### config.mk
export PLATFORM = sky130hd
export DESIGN_NAME = uart_rx_16x
export DESIGN_NICKNAME = d
export VERILOG_FILES = /design/src/rtl/uart_rx_16x.sv
export SDC_FILE = /design/constraint.sdc
export NUM_CORES = 1
export LEC_CHECK = 0
export CAP_MARGIN = 20
export CELL_PAD_IN_SITES_DETAIL_PLACEMENT = 0
export CELL_PAD_IN_SITES_GLOBAL_PLACEMENT = 1
export CORE_MARGIN = 8
export CORE_UTILIZATION = 45
export CTS_CLUSTER_SIZE = 25
export DETAILED_ROUTE_END_ITERATION = 10
export PLACE_DENSITY_LB_ADDON = 0.1
export SLEW_MARGIN = 25
export SYNTH_ARGS = -nofsm -noshare
export SYNTH_HDL_FRONTEND = slang
export SYNTH_SLANG_ARGS = --single-unit
### constraint.sdc
create_clock -name clk -period 2.5 [get_ports clk]
set_input_delay 0.5 -clock clk [delete_from_list [all_inputs] [get_ports clk]]
set_output_delay 0.5 -clock clk [all_outputs]
set_load 0.02 [all_outputs]
### src/rtl/uart_rx_16x.sv
// UART receiver clocked by a 16x oversampling tick.
// Mid-cell sampling, optional parity, stop check, valid/ready byte port.
module uart_rx_16x #(
    parameter int DATA_BITS  = 8,
    parameter int PARITY_EN  = 0,
    parameter int PARITY_ODD = 0
) (
    input  logic                 clk,
    input  logic                 rst_n,
    input  logic                 tick_16x,
    input  logic                 rx,
    output logic [DATA_BITS-1:0] rx_data,
    output logic                 rx_valid,
    input  logic                 rx_ready,
    output logic                 frame_err,
    output logic                 parity_err,
    output logic                 overrun,
    output logic                 busy
);

    typedef enum logic [2:0] {
        S_IDLE,
        S_START,
        S_DATA,
        S_PARITY,
        S_STOP
    } state_t;

    localparam logic [2:0] IDX_LAST = 3'(DATA_BITS - 1);
    localparam logic       PAR_ODD  = (PARITY_ODD != 0);
    localparam logic       PAR_EN   = (PARITY_EN != 0);

    logic                 sync1_q;
    logic                 rx_s_q;

    state_t               state_q,    state_d;
    logic [3:0]           cnt_q,      cnt_d;
    logic [2:0]           idx_q,      idx_d;
    logic                 armed_q,    armed_d;
    logic [DATA_BITS-1:0] shift_q,    shift_d;
    logic                 perr_q,     perr_d;
    logic                 ferr_q,     ferr_d;
    logic                 deliver_q,  deliver_d;

    logic [DATA_BITS-1:0] rx_data_q,  rx_data_d;
    logic                 rx_valid_q, rx_valid_d;
    logic                 frame_q,    frame_d;
    logic                 parity_q,   parity_d;
    logic                 overrun_q,  overrun_d;

    logic                 mid_cell;

    // Two-flop synchroniser; idles high so reset never looks like a start bit.
    always_ff @(posedge clk or negedge rst_n) begin
        if (!rst_n) begin
            sync1_q <= 1'b1;
            rx_s_q  <= 1'b1;
        end else begin
            sync1_q <= rx;
            rx_s_q  <= sync1_q;
        end
    end

    assign mid_cell = (cnt_q == 4'd15);

    always_comb begin
        state_d   = state_q;
        cnt_d     = cnt_q;
        idx_d     = idx_q;
        armed_d   = armed_q;
        shift_d   = shift_q;
        perr_d    = perr_q;
        ferr_d    = ferr_q;
        deliver_d = 1'b0;
        if (tick_16x) begin
            unique case (state_q)
                S_IDLE: begin
                    if (rx_s_q) begin
                        armed_d = 1'b1;
                    end
                    if (armed_q && !rx_s_q) begin
                        state_d = S_START;
                        cnt_d   = 4'd0;
                        perr_d  = 1'b0;
                    end
                end
                S_START: begin
                    if (cnt_q == 4'd7) begin
                        cnt_d = 4'd0;
                        idx_d = 3'd0;
                        state_d = rx_s_q ? S_IDLE : S_DATA;
                    end else begin
                        cnt_d = cnt_q + 4'd1;
                    end
                end
                S_DATA: begin
                    cnt_d = cnt_q + 4'd1;
                    if (mid_cell) begin
                        // LSB arrives first, so shift in from the top.
                        shift_d = {rx_s_q, shift_q[DATA_BITS-1:1]};
                        if (idx_q == IDX_LAST) begin
                            state_d = PAR_EN ? S_PARITY : S_STOP;
                        end else begin
                            idx_d = idx_q + 3'd1;
                        end
                    end
                end
                S_PARITY: begin
                    cnt_d = cnt_q + 4'd1;
                    if (mid_cell) begin
                        perr_d  = rx_s_q != ((^shift_q) ^ PAR_ODD);
                        state_d = S_STOP;
                    end
                end
                S_STOP: begin
                    cnt_d = cnt_q + 4'd1;
                    if (mid_cell) begin
                        ferr_d    = ~rx_s_q;
                        deliver_d = 1'b1;
                        // A low stop bit disarms so a break gives one error only.
                        armed_d   = rx_s_q;
                        state_d   = S_IDLE;
                    end
                end
                default: state_d = S_IDLE;
            endcase
        end
    end

    always_ff @(posedge clk or negedge rst_n) begin
        if (!rst_n) begin
            state_q   <= S_IDLE;
            cnt_q     <= 4'd0;
            idx_q     <= 3'd0;
            armed_q   <= 1'b0;
            shift_q   <= '0;
            perr_q    <= 1'b0;
            ferr_q    <= 1'b0;
            deliver_q <= 1'b0;
        end else begin
            state_q   <= state_d;
            cnt_q     <= cnt_d;
            idx_q     <= idx_d;
            armed_q   <= armed_d;
            shift_q   <= shift_d;
            perr_q    <= perr_d;
            ferr_q    <= ferr_d;
            deliver_q <= deliver_d;
        end
    end

    // Holding register: a new frame wins only if the slot is free or being taken.
    always_comb begin
        rx_data_d  = rx_data_q;
        rx_valid_d = rx_valid_q;
        frame_d    = frame_q;
        parity_d   = parity_q;
        overrun_d  = 1'b0;
        if (deliver_q) begin
            if (!rx_valid_q || rx_ready) begin
                rx_data_d  = shift_q;
                frame_d    = ferr_q;
                parity_d   = perr_q;
                rx_valid_d = 1'b1;
            end else begin
                overrun_d = 1'b1;
            end
        end else if (rx_valid_q && rx_ready) begin
            rx_valid_d = 1'b0;
        end
    end

    always_ff @(posedge clk or negedge rst_n) begin
        if (!rst_n) begin
            rx_data_q  <= '0;
            rx_valid_q <= 1'b0;
            frame_q    <= 1'b0;
            parity_q   <= 1'b0;
            overrun_q  <= 1'b0;
        end else begin
            rx_data_q  <= rx_data_d;
            rx_valid_q <= rx_valid_d;
            frame_q    <= frame_d;
            parity_q   <= parity_d;
            overrun_q  <= overrun_d;
        end
    end

    assign rx_data    = rx_data_q;
    assign rx_valid   = rx_valid_q;
    assign frame_err  = frame_q;
    assign parity_err = parity_q;
    assign overrun    = overrun_q;
    assign busy       = (state_q != S_IDLE);

endmodule
-- After elaboration in Yosys (flattened, before gate mapping)
Index checks and enable logic that the tools add are counted.
- $add $sub $neg: 2
- $mul: 0
- div/mod/pow operators: 0
- order comparisons: 0
- equality and inequality tests: 17
- shift operators: 0
- multiplexer cells: 29
- bitwise gates (word level): 1
- reductions and logical operators: 23
- operator list (kind ; count):
    3-bit two-way mux ; 9
    2-bit != test (second input constant) ; 8
    3-bit one-hot mux with 5 select lines ; 1
    1-bit two-way mux ; 12
    4-bit one-hot mux with 3 select lines ; 1
    3-bit AND reduction ; 3
    4-bit two-way mux ; 2
    4-bit AND reduction ; 2
    2-bit nonzero test ; 4
    8-bit XOR reduction ; 1
    7-bit AND reduction ; 1
    3-bit by 2-bit == test with 1-bit output (second input constant) ; 2
    3-bit == test (second input constant) ; 2
    3-bit one-hot mux with 2 select lines ; 1
    3-bit nonzero test ; 2
    5-bit AND reduction ; 1
    4-bit by 1-bit adder with 4-bit output (second input constant) ; 1
    4-bit by 3-bit == test with 1-bit output (second input constant) ; 1
    4-bit == test (second input constant) ; 1
    1-bit one-hot mux with 2 select lines ; 2
    2-bit AND reduction ; 2
    3-bit by 1-bit adder with 3-bit output (second input constant) ; 1
    3-bit by 1-bit == test with 1-bit output (second input constant) ; 1
    3-bit zero test ; 1
    other kinds (8) ; 10
- register bits after elaboration: 36
- bits in latches: 0
- RAM bits: 0
- bits in read-only memories: 0
- bits of input ports: 5
- output and inout bits: 13
- logic and storage cells: 87
- memories kept: 0

-- Depth between registers and ports, before layout
- depth in word-level cells: 4
- mapped depth: 6
- gate-level depth less buffers: 6

-- Worst setup path after synthesis
Ideal clock, no wire load.
- path kind: register to register
- from: reg idx_q[0]
- to: reg state_q[2]
- library setup time: 0.125 ns
- arrival: 1.613 ns
- data required time: 2.375 ns
- slack: 0.762 ns
- stages on the path, launching flop included: 7
- buffers on the path: 0
- clock period less this slack: 1.738 ns
- path through: dfrtp_1 -> ha_1 -> ha_1 -> a211o_1 -> a21oi_1 -> nor4b_4 -> mux2_4
- cells in the longest elaborated chain, start to end: 3
- RTL lines (item ; line ; source):
    from (decl) ; 38 ; logic [2:0] idx_q, idx_d;
    from (signal assigned) ; 143 ; idx_q <= idx_d;
    3-bit == test ; 101 ; if (idx_q == IDX_LAST) begin
    2-bit != test (no source line) ; n/a ;
    7-bit AND reduction (no source line) ; n/a ;
    to (signal assigned) ; 141 ; state_q <= state_d;
    to (decl) ; 36 ; state_t state_q, state_d;
No other way between the ends.
A chain may end at the register's enable or synchronous reset.

-- Worst setup path in the final report
- from: reg state_q[2]
- to: out busy
- cells in the longest elaborated chain, start to end: 1
- RTL lines (item ; line ; source):
    3-bit nonzero test ; 194 ; assign busy = (state_q != S_IDLE);
    to (decl) ; 18 ; output logic busy
No other way between the ends.

==> impl_metrics.json <==
{
  "status": "completed",
  "syn_area_per_cell_sq_um": 12.83,
  "port_buffers": 17,
  "die_w_um": 78.28,
  "ir_drop_v": 0.0007101,
  "core_region_area_sq_um": 3689,
  "cts_tree": "built",
  "overflow": 0,
  "synth.ff_latch_count": 36,
  "yosys_warnings": 0,
  "clock-sinks": 36,
  "grt_pass1_wl_um": 5188,
  "skew_ps": 3.631,
  "critical_path_arrival_ps": 1780,
  "syn_inst": 136,
  "start_kind": "flop",
  "clk_latency_ps": 280,
  "n_antenna_cell": 0,
  "die_area_sq_um": 6128,
  "tightestPinTransition_ps": 559.8,
  "clk_pin_slew_worst_paths_ps": 70,
  "dp_hpwl_um": 2152,
  "synth_top_area_share_pct": 48.75,
  "rsz0062_at_grt": "no",
  "track_usage_pct": 10.48,
  "start_util_pct": 47.32,
  "crit_start": "state_q[2]",
  "cts_inserted_buffers": 5,
  "io_pins": 18,
  "syn_area_sq_um": 1745,
  "wl_um": 2977,
  "hold_viol_final": 0,
  "critPathMaxFanout": 13,
  "rr_startpoint": "cnt_q[1]",
  "cap_violations": 0,
  "place_congestion": 0.7726,
  "p_per_area_nw_per_um2": 923.9,
  "fin_crit_sh_pct": 91.31,
  "layout.cells.non_filler": 207,
  "hp-start": "sync1_q",
  "path_class": "reg -> out",
  "clk_path_buf_depth": 2,
  "vias": 1100,
  "dpl.cell_count": 199,
  "grt_pass1_vias": 1102,
  "detail_route.iter0.violations": 23,
  "drive_gt1_share_pct": 24.53,
  "synth.yosys.seq_area_share_pct": 51.76,
  "worstSetupEndpointType": "output port",
  "max_freq_mhz": 438.0,
  "min_path_cells": 0,
  "setup_tns_ps": 0,
  "slew_headroom_pct": 62.59,
  "setup_violations": 0,
  "vias_per_cell": 5.314,
  "r2r_cells": 5,
  "drt_first_pass_iters": 4,
  "cts_root_buf": "clkbuf_8",
  "fp.dieH_um": 78.28,
  "synth_cell_types": 40,
  "htree_levels": 2,
  "syn_to_final_growth_pct": 18.28,
  "drc": 0,
  "row_count": 22,
  "yosysTopAreaCell": "dfrtp_1",
  "crit_required_ps": 2000,
  "antenna_found_initial": 0,
  "syn_nets": 144,
  "min_path_type": "reg -> reg",
  "grt_max_degree": 37,
  "num-nets-final": 166,
  "p_leak_uw": 0.0009706,
  "ant_nets": 0,
  "slew_viol_final": 0,
  "period_needed_ps": 2283,
  "yosys-top-cells-area": "dfrtp_1 49%, mux2_2 13%, dfstp_2 3.0%, xnor2_1 3.0%, ha_1 2.2%",
  "wire_per_inst_um": 14.38
}
==> what timing repair did <==
item	4_1_cts	5_1_grt
hold buffers	0	0
resized for setup	0	1
buffers inserted	0	0
endpoints found under the setup margin	0	1
==> layer usage <==
layer	track usage [%]	vias up	wire [um]
met4	5.000	0	63
met1	11.93	546	1294
li1	-	530	-
met2	16.90	18	1460
met5	0	-	0
met3	4.100	6	159
==> per-stage QoR <==
stage,util (%),setup slack [ps],total power (uW),cell area (sq um),hold slack [ps]
finish,55.97,217.1,1907,2064,357.5
floorplan,-,761.7,1303,1745,204.4
detailed placement,53.02,394.1,1427,1956,347.5
CTS,55.94,60.85,1931,2063,357.5
global route,55.97,99.73,2030,2064,369.6
global placement,53.02,419.1,1417,1956,347.5
==> cell type report <==
| class | count | area [sq um] |
|---|---|---|
| fill | 326 | 1624 |
| sequential | 36 | 904.6 |
| multi-input combinational | 92 | 792.0 |
| timing repair buffer | 19 | 185.2 |
| clock buffer | 6 | 72.57 |
| tap | 48 | 60.06 |
| clock inverter | 2 | 35.03 |
| inverter | 4 | 15.01 |
==> final timing paths <==
| kind | endpoint | slack [ps] |
|---|---|---|
| max in group asynchronous | rx_s_q | 1530 |
| min | rx_s_q | 360 |
| min in group asynchronous | rx_valid | 630 |
| max reg2reg | state_q[2] | 670 |
| max | busy | 220 |
| min reg2reg | rx_s_q | 360 |
==> kinds of logic (layout without fill, tap and decap cells) <==
family	after synthesis	count (layout)	synth area share, %
AND/OR/NAND/NOR	35	35	12.83
adder cells (fa/ha/maj)	3	3	2.151
buffers and inverters	8	31	2.867
flip-flops	36	36	51.76
XOR/XNOR	9	9	5.305
AO/OA/AOI/OAI	19	19	8.244
multiplexers	26	26	16.85
==> cell usage in the layout (no fill, tap or decap), drive strengths merged, types with 2 or more instances in the layout <==
| cell | netlist | final |
|---|---|---|
| a22o | 2 | 2 |
| clkbuf | 0 | 6 |
| xnor2 | 6 | 6 |
| nand3 | 2 | 2 |
| clkdlybuf4s50 | 0 | 17 |
| nand2 | 7 | 7 |
| nor2 | 8 | 8 |
| xor2 | 2 | 2 |
| mux2 | 24 | 24 |
| o21ai | 2 | 2 |
| nand3b | 2 | 2 |
| nor4b | 2 | 2 |
| o31ai | 2 | 2 |
| a211o | 2 | 2 |
| buf | 4 | 2 |
| dfrtp | 34 | 34 |
| and3 | 3 | 3 |
| a21oi | 4 | 4 |
| dfstp | 2 | 2 |
| a31oi | 2 | 2 |
| mux2i | 2 | 2 |
| nor2b | 2 | 2 |
| ha | 3 | 3 |
| inv | 4 | 4 |
| nand2b | 4 | 4 |
==> cell usage after synthesis, drive strengths merged <==
cell	n
a2111oi	1
a211o	2
a21oi	4
a221o	1
a22o	2
a311oi	1
a31oi	2
a32o	1
and2	1
and3	3
buf	4
dfrtp	34
dfstp	2
ha	3
inv	4
mux2	24
mux2i	2
nand2	7
nand2b	4
nand3	2
nand3b	2
nor2	8
nor2b	2
nor3	1
nor3b	1
nor4b	2
o21ai	2
o22ai	1
o31ai	2
or2	1
or3b	1
xnor2	6
xnor3	1
xor2	2
==> worst max-delay path, stage by stage (launching register included) <==
cell and delay, ps:
dfrtp_1 570, nor2_1 160, nand2_1 140, clkdlybuf4s50_1 620
==> report_power, final <==
part | total (uW) | switching [uW] | leakage, uW | internal [uW]
Clock | 495 | 199 | 0.0000552 | 296
Sequential | 783 | 122 | 0.000482 | 661
Combinational | 630 | 315 | 0.000434 | 315
Total | 1910 | 636 | 0.000971 | 1270
==> state kept, by name, summed over array words and instances (netlist names), 3 cells and up <==
signal	flops
cnt_q	4
idx_q	3
rx_data	8
shift_q	8
state_q	3
No activity file was read; power rests on OpenSTA's default activity.
